$ cat src/rtl/pfb_deadlock_watchdog.sv
// Deadlock watchdog for the PFB dataflow kernel: counts consecutive stuck cycles,
// latches a snapshot of the blockers on timeout and classifies the event as internal or external.
module pfb_deadlock_watchdog #(
    parameter int N_AXIS    = 12,
    parameter int N_INST    = 3,
    parameter int TIMEOUT_W = 16,
    localparam int IW = (N_INST > 1) ? $clog2(N_INST) : 1,
    localparam int AW = (N_AXIS > 1) ? $clog2(N_AXIS) : 1
) (
    input  logic                 kernel_monitor_clock,
    input  logic                 kernel_monitor_reset,
    input  logic                 enable,
    input  logic                 clear,
    input  logic [TIMEOUT_W-1:0] timeout_cycles,
    input  logic [N_AXIS-1:0]    axis_block_sigs,
    input  logic [N_INST-1:0]    inst_idle_sigs,
    input  logic [N_INST-1:0]    inst_block_sigs,
    output logic                 kernel_block,
    output logic                 deadlock_external,
    output logic [IW-1:0]        first_inst_idx,
    output logic [AW-1:0]        first_axis_idx,
    output logic [N_INST-1:0]    inst_block_snap,
    output logic [N_AXIS-1:0]    axis_block_snap,
    output logic [TIMEOUT_W-1:0] stall_count,
    output logic [TIMEOUT_W-1:0] max_stall,
    output logic [1:0]           mon_state
);

    typedef enum logic [1:0] {
        MON_IDLE     = 2'd0,
        MON_WATCH    = 2'd1,
        MON_DEADLOCK = 2'd2
    } mon_state_e;

    mon_state_e            state_q, state_d;
    logic                  kb_q, kb_d;
    logic                  ext_q, ext_d;
    logic [IW-1:0]         fi_q, fi_d;
    logic [AW-1:0]         fa_q, fa_d;
    logic [N_INST-1:0]     isnap_q, isnap_d;
    logic [N_AXIS-1:0]     asnap_q, asnap_d;
    logic [TIMEOUT_W-1:0]  stall_q, stall_d;
    logic [TIMEOUT_W-1:0]  max_q, max_d;

    logic                  stuck;
    logic [TIMEOUT_W:0]    stall_p1;
    logic [TIMEOUT_W-1:0]  stall_sat;
    logic [TIMEOUT_W-1:0]  cnt_next;
    logic [TIMEOUT_W-1:0]  max_upd;
    logic [TIMEOUT_W-1:0]  thr;
    logic                  trip_hit;

    function automatic logic [IW-1:0] low_inst(input logic [N_INST-1:0] v);
        low_inst = '0;
        for (int i = N_INST - 1; i >= 0; i--) begin
            if (v[i]) low_inst = IW'(i);
        end
    endfunction

    function automatic logic [AW-1:0] low_axis(input logic [N_AXIS-1:0] v);
        low_axis = '0;
        for (int i = N_AXIS - 1; i >= 0; i--) begin
            if (v[i]) low_axis = AW'(i);
        end
    endfunction

    // Stuck: someone is blocked and nobody is running unblocked.
    assign stuck     = (|inst_block_sigs) & (&(inst_idle_sigs | inst_block_sigs));
    assign stall_p1  = {1'b0, stall_q} + {{TIMEOUT_W{1'b0}}, 1'b1};
    assign stall_sat = stall_p1[TIMEOUT_W] ? {TIMEOUT_W{1'b1}} : stall_p1[TIMEOUT_W-1:0];
    assign cnt_next  = stuck ? stall_sat : '0;
    assign max_upd   = (cnt_next > max_q) ? cnt_next : max_q;
    assign thr       = (timeout_cycles == '0) ? TIMEOUT_W'(1) : timeout_cycles;
    assign trip_hit  = stuck && (stall_p1 >= {1'b0, thr});

    always_comb begin
        state_d = state_q;
        kb_d    = kb_q;
        ext_d   = ext_q;
        fi_d    = fi_q;
        fa_d    = fa_q;
        isnap_d = isnap_q;
        asnap_d = asnap_q;
        stall_d = stall_q;
        max_d   = max_q;
        case (state_q)
            MON_IDLE: begin
                stall_d = '0;
                if (clear) max_d = '0;
                if (enable) state_d = MON_WATCH;
            end
            MON_WATCH: begin
                if (!enable) begin
                    state_d = MON_IDLE;
                    stall_d = '0;
                    if (clear) max_d = '0;
                end else if (clear) begin
                    // Clear beats a coincident trip.
                    stall_d = '0;
                    max_d   = '0;
                end else begin
                    stall_d = cnt_next;
                    max_d   = max_upd;
                    if (trip_hit) begin
                        state_d = MON_DEADLOCK;
                        kb_d    = 1'b1;
                        ext_d   = |axis_block_sigs;
                        fi_d    = low_inst(inst_block_sigs);
                        fa_d    = low_axis(axis_block_sigs);
                        isnap_d = inst_block_sigs;
                        asnap_d = axis_block_sigs;
                    end
                end
            end
            MON_DEADLOCK: begin
                if (clear) begin
                    state_d = MON_WATCH;
                    kb_d    = 1'b0;
                    ext_d   = 1'b0;
                    fi_d    = '0;
                    fa_d    = '0;
                    isnap_d = '0;
                    asnap_d = '0;
                    stall_d = '0;
                end else begin
                    stall_d = cnt_next;
                    max_d   = max_upd;
                end
            end
            default: state_d = MON_IDLE;
        endcase
    end

    always_ff @(posedge kernel_monitor_clock) begin
        if (!kernel_monitor_reset) begin
            state_q <= MON_IDLE;
            kb_q    <= 1'b0;
            ext_q   <= 1'b0;
            fi_q    <= '0;
            fa_q    <= '0;
            isnap_q <= '0;
            asnap_q <= '0;
            stall_q <= '0;
            max_q   <= '0;
        end else begin
            state_q <= state_d;
            kb_q    <= kb_d;
            ext_q   <= ext_d;
            fi_q    <= fi_d;
            fa_q    <= fa_d;
            isnap_q <= isnap_d;
            asnap_q <= asnap_d;
            stall_q <= stall_d;
            max_q   <= max_d;
        end
    end

    assign kernel_block      = kb_q;
    assign deadlock_external = ext_q;
    assign first_inst_idx    = fi_q;
    assign first_axis_idx    = fa_q;
    assign inst_block_snap   = isnap_q;
    assign axis_block_snap   = asnap_q;
    assign stall_count       = stall_q;
    assign max_stall         = max_q;
    assign mon_state         = state_q;

endmodule

$ cat config.mk
export PLATFORM = sky130hd
export DESIGN_NAME = pfb_deadlock_watchdog
export DESIGN_NICKNAME = d
export VERILOG_FILES = /design/src/rtl/pfb_deadlock_watchdog.sv
export SDC_FILE = /design/constraint.sdc
export NUM_CORES = 1
export LEC_CHECK = 0
export BUFFER_PORTS_ARGS = -buffer_cell sky130_fd_sc_hd__buf_2
export CORE_UTILIZATION = 45
export DETAILED_ROUTE_END_ITERATION = 8
export PLACE_DENSITY_LB_ADDON = 0.08
export SYNTH_ARGS = -nofsm -noshare
export SYNTH_HDL_FRONTEND = slang
export SYNTH_SLANG_ARGS = --single-unit
$ cat constraint.sdc
create_clock -name kernel_monitor_clock -period 6.2 [get_ports kernel_monitor_clock]
set_input_delay 0.31 -clock kernel_monitor_clock [delete_from_list [all_inputs] [get_ports kernel_monitor_clock]]
set_output_delay 0.31 -clock kernel_monitor_clock [all_outputs]
set_load 0.1 [all_outputs]
==> results of run 1 <==
## Yosys cell counts (3+ instances only)
library cell	number
dfxtp_1	57
inv_1	54
nand2_1	54
ha_1	37
nor2_1	27
o21ai_0	24
mux2i_1	23
nand3_1	19
a21oi_1	16
o32ai_1	15
clkbuf_1	14
nand4_1	9
nor3_1	9
xnor2_1	8
nor4_1	7
a22oi_1	6
xor2_1	6
and3_1	5
o21a_1	5
a211oi_1	4
nand2b_1	4
nand3b_1	4
o211ai_1	3
o21ai_1	3
o31ai_1	3
## critical path: stages (launching register included)
cell     delay (ns)
dfxtp_1        0.44
ha_1           0.33
inv_1          0.08
nor3_1         0.42
nand3_1        0.15
xnor2_1        0.17
o21ai_0        0.46
inv_1          0.10
ha_1           0.30
nand4_1        0.12
a21oi_1        0.21
nor4b_1        0.09
a21oi_1        1.04
o32ai_1        0.23
## power by group through the flow
stage / clock network (W) / logic (W) / registers (W)
final: 0.000388 / 0.0000923 / 0.000370
after global routing: 0.000415 / 0.000102 / 0.000370
after CTS: 0.000392 / 0.0000917 / 0.000370
after detailed placement: 0 / 0.0000912 / 0.000378
after global placement: 0 / 0.0000901 / 0.000378
after floorplan: 0 / 0.0000495 / 0.000388
## cells by family after synthesis
| group | share of synthesized area [%] |
|---|---|
| XOR/XNOR | 3.31 |
| adder cells (fa/ha/maj) | 12.5 |
| AO/OA/AOI/OAI | 17.4 |
| buffers and inverters | 8.07 |
| AND/OR/NAND/NOR | 21.7 |
| multiplexers | 6.22 |
| flip-flops | 30.8 |
## cell type report
| cell class | instances | share of cell area (%) |
|---|---|---|
| multi-input cells | 325 | 51.2 |
| flip-flops and latches | 57 | 25.8 |
| inverters | 55 | 4.67 |
| repair buffers | 94 | 10.6 |
| clock buffers | 10 | 2.89 |
| clock inverters | 6 | 1.87 |
| well taps | 102 | 2.89 |
## sequential cells by signal, indices dropped and copies added (netlist names)
name	flops
axis_block_snap	12
deadlock_external	1
first_axis_idx	4
first_inst_idx	2
inst_block_snap	3
kernel_block	1
max_stall	16
mon_state	2
stall_count	16
## worst paths after layout
kind | from | end | cells after the start
max | stall_count[0] | max_stall[2] | 13
min | axis_block_sigs[7] | axis_block_snap[7] | 3
max reg2reg | stall_count[0] | max_stall[2] | 13
min reg2reg | kernel_block | kernel_block | 2
## stage by stage
step | std cells | hold slack, ns | instance area (sq um) | util (%)
2_1_floorplan | 453 | 0.449 | 3700 | -
3_3_place_gp | 633 | 0.441 | 4210 | 53.6
3_5_place_dp | 633 | 0.445 | 4210 | 53.6
4_1_cts | 649 | 0.220 | 4420 | 56.3
5_1_grt | 649 | 0.218 | 4420 | 56.3
6_report | 649 | 0.227 | 4420 | 56.3
## layout by cell type, fill, tap and decap left out, types with 15 or more instances in the layout
cell type  instances
nand3_1           19
nor2_1            27
mux2i_1           23
a21oi_1           16
ha_1              37
dfxtp_1           57
inv_1             54
o21ai_0           24
buf_2             94
o32ai_1           15
nand2_1           54
## metal layers
metal / vias to the layer above / GRT usage [%] / part of all wire, %
met3: 23 / 5.67 / 6.8
met5: - / 0 / 0
li1: 1801 / - / -
met4: 0 / 11.2 / 2.5
met2: 126 / 36.9 / 45
met1: 1643 / 29.9 / 46
==> run metrics, run 1 <==
antenna violations before repair 0; Final WS setup 1.87 ns; cts repair resizes 0; pre-CTS setup slack 1.98 ns; n_diodes 0; Distinct cells, synth 53; power share of the clock group 45.6%; outcome complete, no violations; vias 3593; Critical Path RT 6.36 ns; Post-synth EDFFs 0; slew margin rel. 12.9%; I/O Pins 95; Final min period 4.33 ns; Placer Congestion 0.986; Setup Buffers After CTS 0; Sequential Power Share 43.5%; setup TNS 0 ns; Synth area leaders dfxtp_1 31%, ha_1 13%, mux2i_1 6.2%; IO Port Bufs 94; Area growth syn-to-layout 19.3%; fin. max-slew vios 0; GRT Util Overall 23.4%; Hold Path Class primary input to flip-flop; core area 0.00785 sq mm; Seq/Total Area, Yosys 30.8%; Clock Path Buffers 2; Worst VDD drop 0.113 mV; number of global-route vias before repair 3310; Psw 0.000228 W; CTS buffer count 9; share of cells above drive strength 1 21.2%; final net count 617; synthesized area 0.00370 sq mm; Routed Antenna Nets 0; unrepaired setup endpoints after global routing false; Setup crit start kind flip-flop; first-pass GRT wire length 15700 um; Mapped Nets 528; Synth area leader dfxtp_1; post-cts hold buffer count 0; # fillers 806; FF/Latch Area 0.00114 sq mm; CTS tree built; Crit Path Class flip-flop to flip-flop; largest net degree at the start of global routing 34; Synth Instances 453; synthesized area per cell 8.18 sq um; multi-input gate area in the final layout 0.00226 sq mm; Comb pwr share 10.9%; fraction of registers with async set/reset 0%; depth of the CTS H-tree 3; Int Pwr 0.000622 W; DR DRC count 0; setup slack, reg-to-reg 1.87 ns; sw frac 26.8%; Post-synth top flop dfxtp_1; initial core utilization 47.2%; share of the synthesized area in the top cell type 30.8%; row cnt 32; CP max FO 16; Leakage 2.22 nW; Seq cells post-synth 57; CP endpoint kind flip-flop; WL per Instance 15.4 um; clk sink count 57; Final period util 69.8%; DRT iter0 DRCs 133; clk_skew 0.00727 ns; Clock Root Buffer clkbuf_8; Yosys warning count 0; Worst-path clk slew 0.07 ns; WL final 10000 um; chip width 92.7 um; full die area 0.00860 sq mm; dpl hpwl 7590 um; Via-to-Cell Ratio 5.54; Die H 92.7 um; max_cap viols 0; GRT Residual Overflow 0; final setup fails 0; CP arrival 4.49 ns; Power Density 192 mW/mm^2; Final Hold Viols 0; total power 0.000850 W; clock latency on the worst-skew pair 0.34 ns; DRT Pass-1 Iters 4; Max Freq 231 MHz; Slew @ Worst Pin 1.31 ns
Note: power is estimated with default switching activity, not from simulation.
==> run 2: changes to the inputs <==
==> constraint.sdc (replaced) <==
create_clock -name kernel_monitor_clock -period 4.2 [get_ports kernel_monitor_clock]
set_input_delay 0.21 -clock kernel_monitor_clock [delete_from_list [all_inputs] [get_ports kernel_monitor_clock]]
set_output_delay 0.21 -clock kernel_monitor_clock [all_outputs]
set_load 0.1 [all_outputs]
==> run 2 against run 1 <==
Fmax rose by 15%. Clock skew rose by 0.0045 ns. Sequential share of layout area fell by 0.30 points. Global-route usage rose by 0.66 points. Non-clock buffer count rose by 12. Register-to-register slack got worse by 1.4 ns. Routed wire length rose by 1.6%. Combinational power rose by 57%. Flip-flop and latch count did not move. First-iteration DRC count rose by 64%. Via count rose by 1.4%. Largest cell class unchanged. Largest power group is now sequential cells. Highest routed layer unchanged.
==> run metrics, run 2 (synthesis gave the netlist of run 1 again) <==
final setup fails 0 (unchanged); Max Freq 265 MHz (+15%); Clock Path Buffers 2 (unchanged); I/O Pins 95 (unchanged); CTS tree built; slew margin rel. 25.9% (+13 points); Setup crit start kind flip-flop; DP Area 0.00430 sq mm (+2.1%); GRT Util Overall 24.1% (+0.66 points); Final WS setup 0.424 ns (-1.45 ns); depth of the CTS H-tree 3 (unchanged); number of global-route vias before repair 3343 (+1.0%); DRT iter0 DRCs 218 (+64%); Worst-path clk slew 0.07 ns (about the same); antenna violations before repair 0 (unchanged); Area growth syn-to-layout 20.7%; outcome complete, no violations; Routed Antenna Nets 0 (unchanged); row cnt 32 (unchanged); setup TNS 0 ns (unchanged); crit path launch stall_count[0]; Die H 92.7 um (unchanged); Via-to-Cell Ratio 5.51 (-0.48%); DR DRC count 0 (unchanged); CP max FO 10 (-6); most frequent cells in the layout 94 x buf_2, 57 x dfxtp_1, 54 x inv_1, 54 x nand2_1, 37 x ha_1; vias 3642 (+1.4%); WL per Instance 15.4 um (-0.23%); WL final 10200 um (+1.6%); initial core utilization 47.2% (unchanged); pre-CTS setup slack 0.319 ns (-1.66 ns); max_cap viols 0 (unchanged); WHS Endpoint axis_block_snap[10]; chip width 92.7 um (unchanged); first-pass GRT wire length 16300 um (+4.1%); largest net degree at the start of global routing 34 (unchanged); core area 0.00785 sq mm (unchanged); share of cells above drive strength 1 23.1% (+1.9 points); IO Port Bufs 94 (unchanged); full die area 0.00860 sq mm (unchanged); R2R Path Start stall_count[0]; final net count 629 (+1.9%); Critical Path RT 4.44 ns (-1.92 ns); setup slack, reg-to-reg 0.42 ns (-1.45 ns); Worst VDD drop 0.174 mV (+53%); unrepaired setup endpoints after global routing false; # fillers 778 (-3.5%); clk sink count 57 (unchanged); Setup Buffers After CTS 0 (unchanged); GRT Residual Overflow 0 (unchanged); Final min period 3.78 ns (-0.554 ns); CP endpoint kind flip-flop; Final period util 89.9% (+20 points); hold wc startpoint axis_block_sigs[10]; Hold Path Class primary input to flip-flop; n_diodes 0 (unchanged); dpl hpwl 7740 um (+2.0%); CP arrival 4.02 ns (-0.47 ns); hold depth 3 (unchanged); DRT Pass-1 Iters 4 (unchanged); Final Hold Viols 0 (unchanged); fin. max-slew vios 0 (unchanged); clock latency on the worst-skew pair 0.34 ns (about the same); commonest non-fill, non-tap cell in the layout buf_2; Slew @ Worst Pin 1.11 ns (-0.196 ns); Crit Path Class flip-flop to flip-flop; Clock Root Buffer clkbuf_8; Placer Congestion 0.955 (-3.2%); Power Density 257 mW/mm^2 (+34%); clk_skew 0.0118 ns (+0.00451 ns); post-route cell area 0.00447 sq mm (+1.2%); RR Endpoint max_stall[15]; Reg2Reg Depth 14 (+1); Leakage 2.25 nW (+1.6%); CTS buffer count 9 (unchanged)
==> run 2: critical path, stage by stage (launching register included) <==
cell and delay [ns]:
dfxtp_1 0.43, ha_1 0.32, inv_1 0.06, nor3_1 0.39, nand3_1 0.15, xnor2_1 0.16, o21ai_1 0.38, inv_1 0.09
ha_1 0.29, nand4_1 0.14, or4_1 0.57, o21ai_0 0.17, a21oi_1 0.08, buf_4 0.20, o32ai_1 0.24
==> run 2: power by group <==
part           total, W  internal [W]  switching, W
clock          0.000460      0.000212      0.000248
sequential     0.000545      0.000542    0.00000294
combinational  0.000145     0.0000498     0.0000949
total           0.00115      0.000804      0.000346
==> run 2: metal layers <==
layer	GRT usage (%)	share of wire (%)	up-vias
li1	-	-	1827
met1	33.7	48	1721
met2	37.8	46	89
met3	4.60	5.1	5
met4	6.15	0.67	0
met5	0	0	-
==> run 2: worst max path at each step <==
stage / depth (start not counted) / to
after floorplan: 14 / max_stall[10]
after global placement: 13 / max_stall[12]
after detailed placement: 14 / max_stall[15]
after CTS: 14 / max_stall[15]
after global routing: 14 / max_stall[14]
final: 14 / max_stall[15]
==> run 2: cell type report <==
type / instances / area, sq um / area share [%]
multi-input combinational: 325 / 2260 / 50.6
clock buffer: 9 / 124 / 2.77
tap: 102 / 128 / 2.85
timing repair buffer: 106 / 561 / 12.5
sequential: 57 / 1140 / 25.5
inverter: 55 / 206 / 4.62
clock inverter: 7 / 47.5 / 1.06
==> run 2: what timing repair did <==
item,4_1_cts,5_1_grt
hold buffers,0,0
resized for setup,0,1
endpoints found under the setup margin,0,10
hold endpoints to repair,0,0
==> run 2: through the flow <==
stage | util [%] | hold slack (ns) | power, W | std cells
after CTS | 57.0 | 0.109 | 0.00115 | 661
after detailed placement | 54.8 | 0.452 | 0.000700 | 645
after global routing | 57.0 | 0.122 | 0.00120 | 661
final | 57.0 | 0.125 | 0.00115 | 661
after floorplan | - | 0.349 | 0.000646 | 453
after global placement | 54.8 | 0.442 | 0.000698 | 645
